**config.mk**
```make
export PLATFORM = sky130hd
export DESIGN_NAME = ram_ctrl
export DESIGN_NICKNAME = d
export VERILOG_FILES = /design/src/rtl/ram_ctrl.sv
export SDC_FILE = /design/constraint.sdc
export NUM_CORES = 1
export LEC_CHECK = 0
export ABC_AREA = 1
export ABC_CLOCK_PERIOD_IN_PS = 1800
export CAP_MARGIN = 20
export CORE_MARGIN = 2
export CORE_UTILIZATION = 44
export DETAILED_ROUTE_END_ITERATION = 10
export PLACE_DENSITY = 0.79
export SLEW_MARGIN = 25
export SYNTH_ARGS = -nofsm -noshare
export SYNTH_HDL_FRONTEND = slang
export SYNTH_SLANG_ARGS = --single-unit
```
**constraint.sdc**
```tcl
create_clock -name clk -period 1.8 [get_ports clk]
set_input_delay 0.36 -clock clk [delete_from_list [all_inputs] [get_ports clk]]
set_output_delay 0.36 -clock clk [all_outputs]
set_load 0.03 [all_outputs]
```
**src/rtl/ram_ctrl.sv**
```systemverilog
// ram_ctrl: valid/ready request sequencer that drives the ram_basic single-port RAM strobes.
// Optional feature macro RAM_CTRL_INIT_EN: zero-fill the whole RAM after reset before serving requests.
module ram_ctrl #(
    parameter int unsigned ADDR_W   = 6,
    parameter int unsigned DATA_W   = 8,
    parameter int unsigned HOLD_CYC = 2,
    parameter int unsigned RD_LAT   = 1
) (
    input  logic              clk,
    input  logic              rst_n,
    input  logic              req_valid,
    output logic              req_ready,
    input  logic              req_wr,
    input  logic [ADDR_W-1:0] req_addr,
    input  logic [DATA_W-1:0] req_wdata,
    output logic              rsp_valid,
    output logic              rsp_wr,
    output logic [DATA_W-1:0] rsp_rdata,
    output logic              init_done,
    output logic              ram_CS,
    output logic              ram_WR,
    output logic [ADDR_W-1:0] ram_addr,
    output logic [DATA_W-1:0] ram_data_in,
    input  logic [DATA_W-1:0] ram_data_out,
    output logic              ram_en
);

    localparam int unsigned MAX_CYC = (HOLD_CYC > RD_LAT) ? HOLD_CYC : RD_LAT;
    localparam int unsigned CNT_W   = $clog2(MAX_CYC + 1);
    localparam logic [CNT_W-1:0] HOLD_LD = CNT_W'(HOLD_CYC - 1);
    localparam logic [CNT_W-1:0] LAT_LD  = CNT_W'(RD_LAT - 1);
    localparam logic [CNT_W-1:0] CNT_ONE = CNT_W'(1);

    typedef enum logic [2:0] {
        S_IDLE,
        S_ACCESS,
        S_WAIT,
        S_RESP
`ifdef RAM_CTRL_INIT_EN
        , S_INIT
`endif
    } state_t;

`ifdef RAM_CTRL_INIT_EN
    localparam state_t S_RST = S_INIT;
`else
    localparam state_t S_RST = S_IDLE;
`endif

    state_t              r_state;
    state_t              w_state_nxt;
    logic [CNT_W-1:0]    r_cnt;
    logic [CNT_W-1:0]    w_cnt_nxt;
    logic                r_req_ready;
    logic                w_ready_nxt;
    logic                r_rsp_valid;
    logic                w_rsp_vld_nxt;
    logic                r_rsp_wr;
    logic                w_rsp_wr_nxt;
    logic [DATA_W-1:0]   r_rsp_rdata;
    logic [DATA_W-1:0]   w_rdata_nxt;
    logic                r_cs;
    logic                w_cs_nxt;
    logic                r_wr;
    logic                w_wr_nxt;
    logic [ADDR_W-1:0]   r_addr;
    logic [ADDR_W-1:0]   w_addr_nxt;
    logic [DATA_W-1:0]   r_wdata;
    logic [DATA_W-1:0]   w_wdata_nxt;
    logic                r_en;
    logic                w_accept;

`ifdef RAM_CTRL_INIT_EN
    logic [ADDR_W:0]     r_init_addr;
    logic [ADDR_W:0]     w_init_addr_nxt;
    logic                r_init_done;
    logic                w_init_done_nxt;
    localparam logic [ADDR_W:0] INIT_ONE = (ADDR_W + 1)'(1);
`endif

    // r_req_ready is only ever set on the way into IDLE/RESP, so it doubles as the accept window
    assign w_accept = req_valid && r_req_ready;

    always_ff @(posedge clk or negedge rst_n) begin
        if (!rst_n) begin
            r_state     <= S_RST;
            r_cnt       <= '0;
            r_req_ready <= 1'b0;
            r_rsp_valid <= 1'b0;
            r_rsp_wr    <= 1'b0;
            r_rsp_rdata <= '0;
            r_cs        <= 1'b1;
            r_wr        <= 1'b0;
            r_addr      <= '0;
            r_wdata     <= '0;
            r_en        <= 1'b0;
        end else begin
            r_state     <= w_state_nxt;
            r_cnt       <= w_cnt_nxt;
            r_req_ready <= w_ready_nxt;
            r_rsp_valid <= w_rsp_vld_nxt;
            r_rsp_wr    <= w_rsp_wr_nxt;
            r_rsp_rdata <= w_rdata_nxt;
            r_cs        <= w_cs_nxt;
            r_wr        <= w_wr_nxt;
            r_addr      <= w_addr_nxt;
            r_wdata     <= w_wdata_nxt;
            r_en        <= 1'b1;
        end
    end

`ifdef RAM_CTRL_INIT_EN
    always_ff @(posedge clk or negedge rst_n) begin
        if (!rst_n) begin
            r_init_addr <= '0;
            r_init_done <= 1'b0;
        end else begin
            r_init_addr <= w_init_addr_nxt;
            r_init_done <= w_init_done_nxt;
        end
    end
`endif

    always_comb begin
        w_state_nxt   = r_state;
        w_cnt_nxt     = r_cnt;
        w_ready_nxt   = r_req_ready;
        w_rsp_vld_nxt = 1'b0;
        w_rsp_wr_nxt  = r_rsp_wr;
        w_rdata_nxt   = r_rsp_rdata;
        w_cs_nxt      = r_cs;
        w_wr_nxt      = r_wr;
        w_addr_nxt    = r_addr;
        w_wdata_nxt   = r_wdata;
`ifdef RAM_CTRL_INIT_EN
        w_init_addr_nxt = r_init_addr;
        w_init_done_nxt = r_init_done;
`endif
        case (r_state)
            S_IDLE, S_RESP: begin
                w_ready_nxt = 1'b1;
                w_state_nxt = S_IDLE;
                if (w_accept) begin
                    w_state_nxt = S_ACCESS;
                    w_cnt_nxt   = HOLD_LD;
                    w_ready_nxt = 1'b0;
                    w_cs_nxt    = 1'b0;
                    w_wr_nxt    = req_wr;
                    w_addr_nxt  = req_addr;
                    w_wdata_nxt = req_wdata;
                end
            end
            S_ACCESS: begin
                if (r_cnt != '0) begin
                    w_cnt_nxt = r_cnt - CNT_ONE;
                end else begin
                    w_cs_nxt = 1'b1;
`ifdef RAM_CTRL_INIT_EN
                    if (!r_init_done) begin
                        w_state_nxt     = S_INIT;
                        w_init_addr_nxt = r_init_addr + INIT_ONE;
                    end else
`endif
                    if (r_wr) begin
                        w_state_nxt   = S_RESP;
                        w_ready_nxt   = 1'b1;
                        w_rsp_vld_nxt = 1'b1;
                        w_rsp_wr_nxt  = 1'b1;
                    end else begin
                        w_state_nxt = S_WAIT;
                        w_cnt_nxt   = LAT_LD;
                    end
                end
            end
            S_WAIT: begin
                if (r_cnt != '0) begin
                    w_cnt_nxt = r_cnt - CNT_ONE;
                end else begin
                    w_rdata_nxt   = ram_data_out;
                    w_state_nxt   = S_RESP;
                    w_ready_nxt   = 1'b1;
                    w_rsp_vld_nxt = 1'b1;
                    w_rsp_wr_nxt  = 1'b0;
                end
            end
`ifdef RAM_CTRL_INIT_EN
            S_INIT: begin
                // INIT is revisited between fill writes, giving the one-cycle CS-high gap
                if (r_init_addr[ADDR_W]) begin
                    w_init_done_nxt = 1'b1;
                    w_state_nxt     = S_IDLE;
                    w_ready_nxt     = 1'b1;
                end else begin
                    w_state_nxt = S_ACCESS;
                    w_cnt_nxt   = HOLD_LD;
                    w_cs_nxt    = 1'b0;
                    w_wr_nxt    = 1'b1;
                    w_addr_nxt  = r_init_addr[ADDR_W-1:0];
                    w_wdata_nxt = '0;
                end
            end
`endif
            default: w_state_nxt = S_IDLE;
        endcase
    end

    assign req_ready   = r_req_ready;
    assign rsp_valid   = r_rsp_valid;
    assign rsp_wr      = r_rsp_wr;
    assign rsp_rdata   = r_rsp_rdata;
    assign ram_CS      = r_cs;
    assign ram_WR      = r_wr;
    assign ram_addr    = r_addr;
    assign ram_data_in = r_wdata;
    assign ram_en      = r_en;

`ifdef RAM_CTRL_INIT_EN
    assign init_done = r_init_done;
`else
    assign init_done = 1'b1;
`endif

endmodule

```
Word-level counts from Yosys, hierarchy flattened
Cells that the tools add are included.
- RAM bits: 0
- bits in latches: 0
- bits of input ports: 26
- logic and storage cells: 59
- flip-flop bits (word level): 33
- memories: 0
- bits in read-only memories: 0
- reductions and logical operators: 14
- divide/modulo/power cells: 0
- $lt $le $gt $ge: 0
- eq/ne operators: 9
- add/sub/neg operators: 1
- shifts and indexed selects: 0
- mux-type cells: 23
- multipliers: 0
- bitwise operators: 1
- operators by type and width (cell ; number):
    AND reduction 4 bit ; 3
    2-to-1 mux 1 bit ; 11
    != test 2 bit, second input constant ; 5
    case mux 3 bit (3 select lines) ; 1
    2-to-1 mux 2 bit ; 4
    equality test 3 x 2 -> 1 bit, second input constant ; 2
    2-to-1 mux 3 bit ; 2
    case mux 1 bit (2 select lines) ; 3
    case mux 2 bit (3 select lines) ; 1
    AND reduction 2 bit ; 3
    nonzero test 2 bit ; 3
    equality test 3 x 1 -> 1 bit, second input constant ; 1
    zero test 3 bit ; 1
    != test 3 bit, second input constant ; 1
    case mux 1 bit (3 select lines) ; 1
    AND reduction 3 bit ; 1
    nonzero test 3 bit ; 1
    OR reduction 2 bit ; 1
    subtractor 2 x 1 -> 2 bit, second input constant ; 1
    logical AND 1 bit ; 1
    inverter 1 bit ; 1

Longest topological paths before layout
Gate-level depths: netlist (run 1).
- word-level depth: 4
- depth in mapped cells: 8
- gate-level depth less buffers: 8

Worst setup path before layout (run 1)
Ideal clock, no wire load.
- kind: reg2reg
- start: register r_state[0]
- end: register r_addr[4], in the netlist ram_addr[4]
- path buffers: 1
- cell stages (with the launch flop): 7
- data required time: 1.681 ns
- setup time: 0.119 ns
- data arrival time: 1.182 ns
- slack: 0.500 ns
- path through: dfrtp_1 -> inv_1 -> ha_1 -> nand3_2 -> buf_6 -> nand2_1 -> o21ai_2
- longest elaborated chain between the ends: 3
- elaborated cells on any way between the ends: 4
- ends and longest elaborated chain (item ; RTL line ; source):
    start: declaration ; 50 ; state_t r_state;
    start signal: assignment ; 98 ; r_state <= w_state_nxt;
    equality test 3 x 2 -> 1 bit or zero test 3 bit (tied branches) ; 139 ; case (r_state)
    OR reduction 2 bit * ; 139 ;
    AND reduction 2 bit (no line) * ; -- ;
    end signal: assignment ; 106 ; r_addr <= w_addr_nxt;
    end: declaration ; 66 ; logic [ADDR_W-1:0] r_addr;
Mark *: on every way between the ends. The rest lies on a longest branch, timed or not.
A chain may end at the register's enable or synchronous reset.

Final worst setup path (run 1)
- start: register r_rsp_rdata[6], in the netlist rsp_rdata[6]
- end: output rsp_rdata[6]
- RTL lines (item ; RTL line ; source):
    start: declaration ; 60 ; logic [DATA_W-1:0] r_rsp_rdata;
    start signal: assignment ; 103 ; r_rsp_rdata <= w_rdata_nxt;
    end: declaration ; 18 ; output logic [DATA_W-1:0] rsp_rdata,
No word-level cell between the ends.

==> impl_metrics.csv, run 1 <==
group,metric,value,unit
grt,grt_usage,17.5,%
job,drv_cap,0,
grt,grt_pass1_wl,5400,um
worst_setup_path,start_kind,"flop",
hold_path,hold_path.class,"in2async",
worst_setup_path,cp_num_buf_inv,1,
grt,grt_start_max_net_pins,33,
finish,final_cells,279,
finish,nNetsFinal,267,
route,post_drt_wl_per_cell,11.4,um
route,ant_nets,0,
worst_setup_path,required,1.44,ns
worst_setup_path,cp_cell_sequence,"clkdlybuf4s50_1",
synthesis,synthFlopType,"dfrtp_1",
finish,drive_gt1_share,12.9,%
route,drtIter0Drc,93,
synthesis,syn_area_per_cell,8.96,um^2
route,route.detailed.drc,0,
timing,period_share,96.1,%
clock_tree,cts_buffer_depth,2,
timing,report.final.slew_viol_count,0,
clock_tree,cts_inserted_buffers,5,
clock_tree,cts_root_buf,"clkbuf_4",
grt,grt_pass1_vias,1221,
timing,tightestPinTransition,0.693,ns
timing,skew,0.0123,ns
synthesis,async_flop_share,100,%
timing,final_hold_viol_count,0,
worst_setup_path,startpoint,"rsp_rdata[6]",
floorplanning,die_x,63.5,um
timing,fin_crit,1.73,ns
place,globalplace.congestion,0.844,
worst_setup_path,crit_family,"buffers and inverters",
route,drt_wl_total,3190,um
floorplanning,std_cell_rows,21,
timing,setup_tns,0,ns
floorplanning,start_util,46.4,%
finish,utilization,64.5,%
worst_setup_path,arrival,1.37,ns
place,portBuffers,53,
clock_tree,clock_latency,0.33,ns
run_status,status,"complete, no violations",
synthesis,syn_inst,174,
floorplanning,die-area,4040,um^2
power_and_ir_drop,finalPower,4.15,mW
place,dp_hpwl,2380,um
clock_tree,clkTransAtPathRegs,0.10,ns
worst_setup_path,crit_slowest_cell,"clkdlybuf4s50_1",
worst_setup_path,cp_max_fo,2,
power_and_ir_drop,peakVddDrop,0.000756,V
clock_tree,h-tree-depth,2,
timing,slew_headroom,53.8,%
timing,max_freq,578,MHz
timing,finalSetupViolations,0,
grt,antenna_found_initial,0,
clock_tree,cts_tree,"done",
route,firstDrtPassIters,4,
grt,overflow,0,
synthesis,synth_edf_count,0,
worst_setup_path,critPathCaptureType,"output pin",
finish,antenna_cells,0,
clock_tree,clock_sinks,32,
synthesis,syn_area,1560,um^2
floorplanning,design.core.area,3360,um^2
synthesis,ys_seq_area_share,51.4,%
power_and_ir_drop,leakage,1.16,nW
floorplanning,die_h,63.5,um
clock_tree,cts_hold_buffers,0,
place,place_inst,272,
finish,syn_to_final_growth,39.2,%
finish,fillers,299,
worst_setup_path,critical_path.max_stage_delay,0.67,ns
timing,rsz0062_at_grt,"no",
worst_setup_path,rr_startpoint,"r_state[0]",
route,routed_via_density,4.55,
power_and_ir_drop,p_per_area,1910,nW/um^2
synthesis,ys_seq_elements,32,
route,vias,1270,
floorplanning,ios,55,
worst_setup_path,critPathKind,"reg2out",
synthesis,synth.distinct_cells,17,
synthesis,yosysWarnings,0,
state kept, by name, indices dropped and copies added, names as in the netlist, 2 cells and up:
signal,cells
ram_data_in,8
r_cnt,2
rsp_rdata,8
r_state,2
ram_addr,6
stage by stage:
stage | hold WS (ns) | cell area (um^2) | setup WS, ns
final | 0.0611 | 2170 | 0.0697
after global placement | 0.449 | 2120 | 0.271
after detailed placement | 0.442 | 2120 | 0.249
after floorplan | 0.0644 | 1560 | 0.500
after global routing | 0.0825 | 2170 | 0.000583
after CTS | 0.0828 | 2160 | 0.0536
final cells by class:
type / instances / area (um^2) / share of cell area [%]
Clock inverter: 1 / 5.00 / 0.231
Multi-Input combinational cell: 109 / 596 / 27.4
Sequential cell: 32 / 802 / 36.9
Timing Repair Buffer: 57 / 564 / 26.0
Tap cell: 46 / 57.6 / 2.65
Clock buffer: 6 / 41.3 / 1.90
Inverter: 28 / 105 / 4.84
layout by cell type (no fill, tap or decap):
cell and n:
dfrtp_1 31, dlymetal6s2s_1 5, conb_1 2, clkinv_2 1
nand4_1 1, nand3_1 14, ha_1 8, nand3_2 1
dlygate4sd2_1 3, nand3b_1 1, clkbuf_4 5, o21ai_0 2
o21ai_2 16, nand2_1 57, a21oi_1 1, buf_2 1
inv_1 28, clkbuf_1 1, buf_4 4, dfstp_2 1
nand2_2 1, nor2_1 5, clkdlybuf4s50_1 44
cell families after synthesis:
| logic type | Yosys count | synth area share [%] |
|---|---|---|
| simple gates | 80 | 21.3 |
| buf+inv | 34 | 10.6 |
| flops | 32 | 51.4 |
| compound gates | 19 | 9.95 |
| fa+ha+maj | 8 | 6.42 |
| other cells | 1 | 0.241 |
per-layer routing:
layer	part of all wire, %	global-route usage, %	up-vias
li1	-	-	645
met3	4.7	6.07	4
met4	1.7	6.52	0
met5	0	0	-
met1	44	20.0	584
met2	50	30.1	37
path summary, 6_finish.rpt:
check                                 endpoint  slack, ns  cells past startpoint
worst min-delay path                  r_cnt[1]       0.06                      1
worst min register to register    rsp_rdata[3]       0.48                      2
max in group asynchronous       ram_data_in[7]       1.28                      1
worst max-delay path              rsp_rdata[6]       0.07                      1
min in group clk                  rsp_rdata[3]       0.48                      2
worst max register to register      r_state[0]       0.24                      7
synthesized netlist by cell type, types with 2 or more instances:
| cell | n | area, um^2 |
|---|---|---|
| o21ai_0 | 2 | 10.0 |
| nand3_1 | 14 | 70.1 |
| inv_1 | 28 | 105 |
| ha_1 | 8 | 100 |
| nand2_1 | 57 | 214 |
| o21ai_2 | 16 | 140 |
| dfrtp_1 | 31 | 776 |
| buf_4 | 2 | 15.0 |
| buf_6 | 4 | 45.0 |
| nor2_1 | 5 | 18.8 |
repair_timing:
item	4_1_cts	5_1_grt
gates resized for setup	3	5
endpoints found under the setup margin	3	5
buffers inserted	0	0
report_power, final:
| group | switching, mW | leakage [nW] | internal [mW] | total [mW] |
|---|---|---|---|---|
| combinational | 1.54 | 0.744 | 0.982 | 2.52 |
| sequential | 0.193 | 0.393 | 1.06 | 1.26 |
| clock | 0.230 | 0.0281 | 0.144 | 0.374 |
Power figures use the tool's default switching activity.
==> run 2: changes to the inputs <==
Settings changed: SETUP_SLACK_MARGIN from default to 0.2.
==> run 2 against run 1 <==
  * Die area did not move
  * Total power fell by 4.1%
  * Highest routed layer unchanged
  * Largest cell class unchanged
  * Register-to-register slack better by 0.08 ns
  * Critical path type unchanged
  * Clock power hardly changed
==> impl_metrics.csv, run 2 (same netlist as run 1, synthesis figures left out) <==
group,metric,value,unit
worst_setup_path,r2r_cells,7,
worst_setup_path,cp_cell_sequence,"dlygate4sd2_1",
place,globalplace.congestion,0.844,
timing,skew,0.0121,ns
route,post_drt_wl_per_cell,11.4,um
worst_setup_path,r2r_end,"r_state[0]",
finish,nNetsFinal,267,
job,drv_cap,0,
worst_setup_path,crit_slowest_cell,"dfrtp_1",
worst_setup_path,cp_max_fo,5,
grt,antenna_found_initial,0,
floorplanning,die_x,63.5,um
clock_tree,cts_hold_buffers,0,
power_and_ir_drop,peakVddDrop,0.000721,V
route,firstDrtPassIters,4,
route,route.met2.wl,1620,um
route,drt_wl_total,3180,um
place,place_inst,272,
timing,report.final.slew_viol_count,0,
worst_setup_path,crit_family,"flip-flops",
clock_tree,clock_latency,0.32,ns
timing,final_hold_viol_count,0,
timing,period_share,85.2,%
route,dr_wl_met3,137,um
floorplanning,design.core.area,3360,um^2
finish,mostFrequentLayoutCells,"57 x nand2_1, 31 x dfrtp_1, 28 x inv_1",
finish,final_cells,279,
floorplanning,die-area,4040,um^2
timing,fin_crit,1.53,ns
clock_tree,clock_sinks,32,
worst_setup_path,required,1.44,ns
timing,slew_headroom,54.0,%
worst_setup_path,critical_path.max_stage_delay,0.43,ns
clock_tree,clkTransAtPathRegs,0.10,ns
floorplanning,ios,55,
worst_setup_path,start_kind,"flop",
route,route.detailed.drc,0,
grt,grt_pass1_wl,5400,um
run_status,status,"complete, no violations",
route,drtIter0Drc,77,
route,vias,1267,
timing,rsz0062_at_grt,"no",
worst_setup_path,critPathKind,"reg2out",
power_and_ir_drop,leakage,1.17,nW
timing,finalSetupViolations,0,
finish,antenna_cells,0,
worst_setup_path,arrival,1.17,ns
place,dp_hpwl,2380,um
route,routed_via_density,4.54,
grt,grt_pass1_vias,1221,
worst_setup_path,ff2ff_setup_slack,0.32,ns
grt,grt_usage,17.6,%
place,portBuffers,53,
clock_tree,postCtsSetupBuffers,0,
worst_setup_path,rr_startpoint,"r_state[0]",
worst_setup_path,critPathCaptureType,"output pin",
finish,drive_gt1_share,13.3,%
clock_tree,cts_buffer_depth,2,
clock_tree,h-tree-depth,2,
route,met1_length,1390,um
route,ant_nets,0,
grt,overflow,0,
grt,grt_start_max_net_pins,33,
finish,layout.cells.most_common,"nand2_1",
floorplanning,std_cell_rows,21,
timing,setup_tns,0,ns
floorplanning,die_h,63.5,um
power_and_ir_drop,p_per_area,1870,nW/um^2
hold_path,hold_path.class,"in2async",
clock_tree,cts_root_buf,"clkbuf_4",
finish,syn_to_final_growth,36.7,%
finish,utilization,63.4,%
clock_tree,cts_tree,"done",
route,top_layer,"met4",
timing,max_freq,652,MHz
floorplanning,start_util,46.4,%
timing,tightestPinTransition,0.690,ns
clock_tree,cts_inserted_buffers,5,
worst_setup_path,cp_num_buf_inv,1,
clock_tree,post_cts_resized,28,
==> run 2: cell types whose count changed in the layout (fill, tap and decap cells not counted) <==
cell,delta
buf_4,-1
buf_8,+1
clkbuf_2,+1
clkdlybuf4s50_1,-20
dlygate4sd2_1,+24
dlymetal6s2s_1,-5
==> run 2: worst max path at each step <==
stage               startpoint          end  cells after the start
finish                  ram_WR       ram_WR                      1
CTS                     ram_CS       ram_CS                      1
detailed placement  r_state[0]   r_state[0]                      7
floorplan           r_state[0]  ram_addr[4]                      6
global route            ram_WR       ram_WR                      1
global placement     req_valid   r_state[0]                      6
==> run 2: layer usage <==
layer	vias up	global-route usage, %
met5	-	0
met4	0	6.52
met3	2	6.07
met2	36	30.3
met1	583	20.0
li1	646	-
==> run 2: where the power goes <==
part / switching, mW / leakage, nW / internal, mW / total, mW
registers: 0.184 / 0.393 / 1.06 / 1.25
clock network: 0.228 / 0.0281 / 0.144 / 0.372
logic: 1.54 / 0.744 / 0.821 / 2.36
==> run 2: area by class of cell <==
| cell class | count | area, um^2 |
|---|---|---|
| inverters | 28 | 105 |
| clock buffers | 6 | 41.3 |
| flip-flops and latches | 32 | 802 |
| repair buffers | 57 | 524 |
| clock inverters | 1 | 5.00 |
| fillers | 318 | 1230 |
| well taps | 46 | 57.6 |
| multi-input cells | 109 | 596 |
==> run 2: worst reg2reg max path, stage by stage, from the launching register on <==
cell     delay (ns)
dfrtp_1        0.39
inv_1          0.09
ha_1           0.36
nand3_2        0.12
buf_8          0.19
nand3_1        0.09
nand2_1        0.06
o21ai_0        0.07
==> run 2: per-stage QoR <==
stage	worst slack (ns)	hold slack (ns)	power, mW	instance area [um^2]
after global routing	0.200	0.0825	4.33	2130
after CTS	0.179	0.0828	4.01	2130
final	0.266	0.0648	3.98	2130
after global placement	0.271	0.449	3.76	2120
after detailed placement	0.249	0.442	3.84	2120
after floorplan	0.500	0.0644	2.99	1560
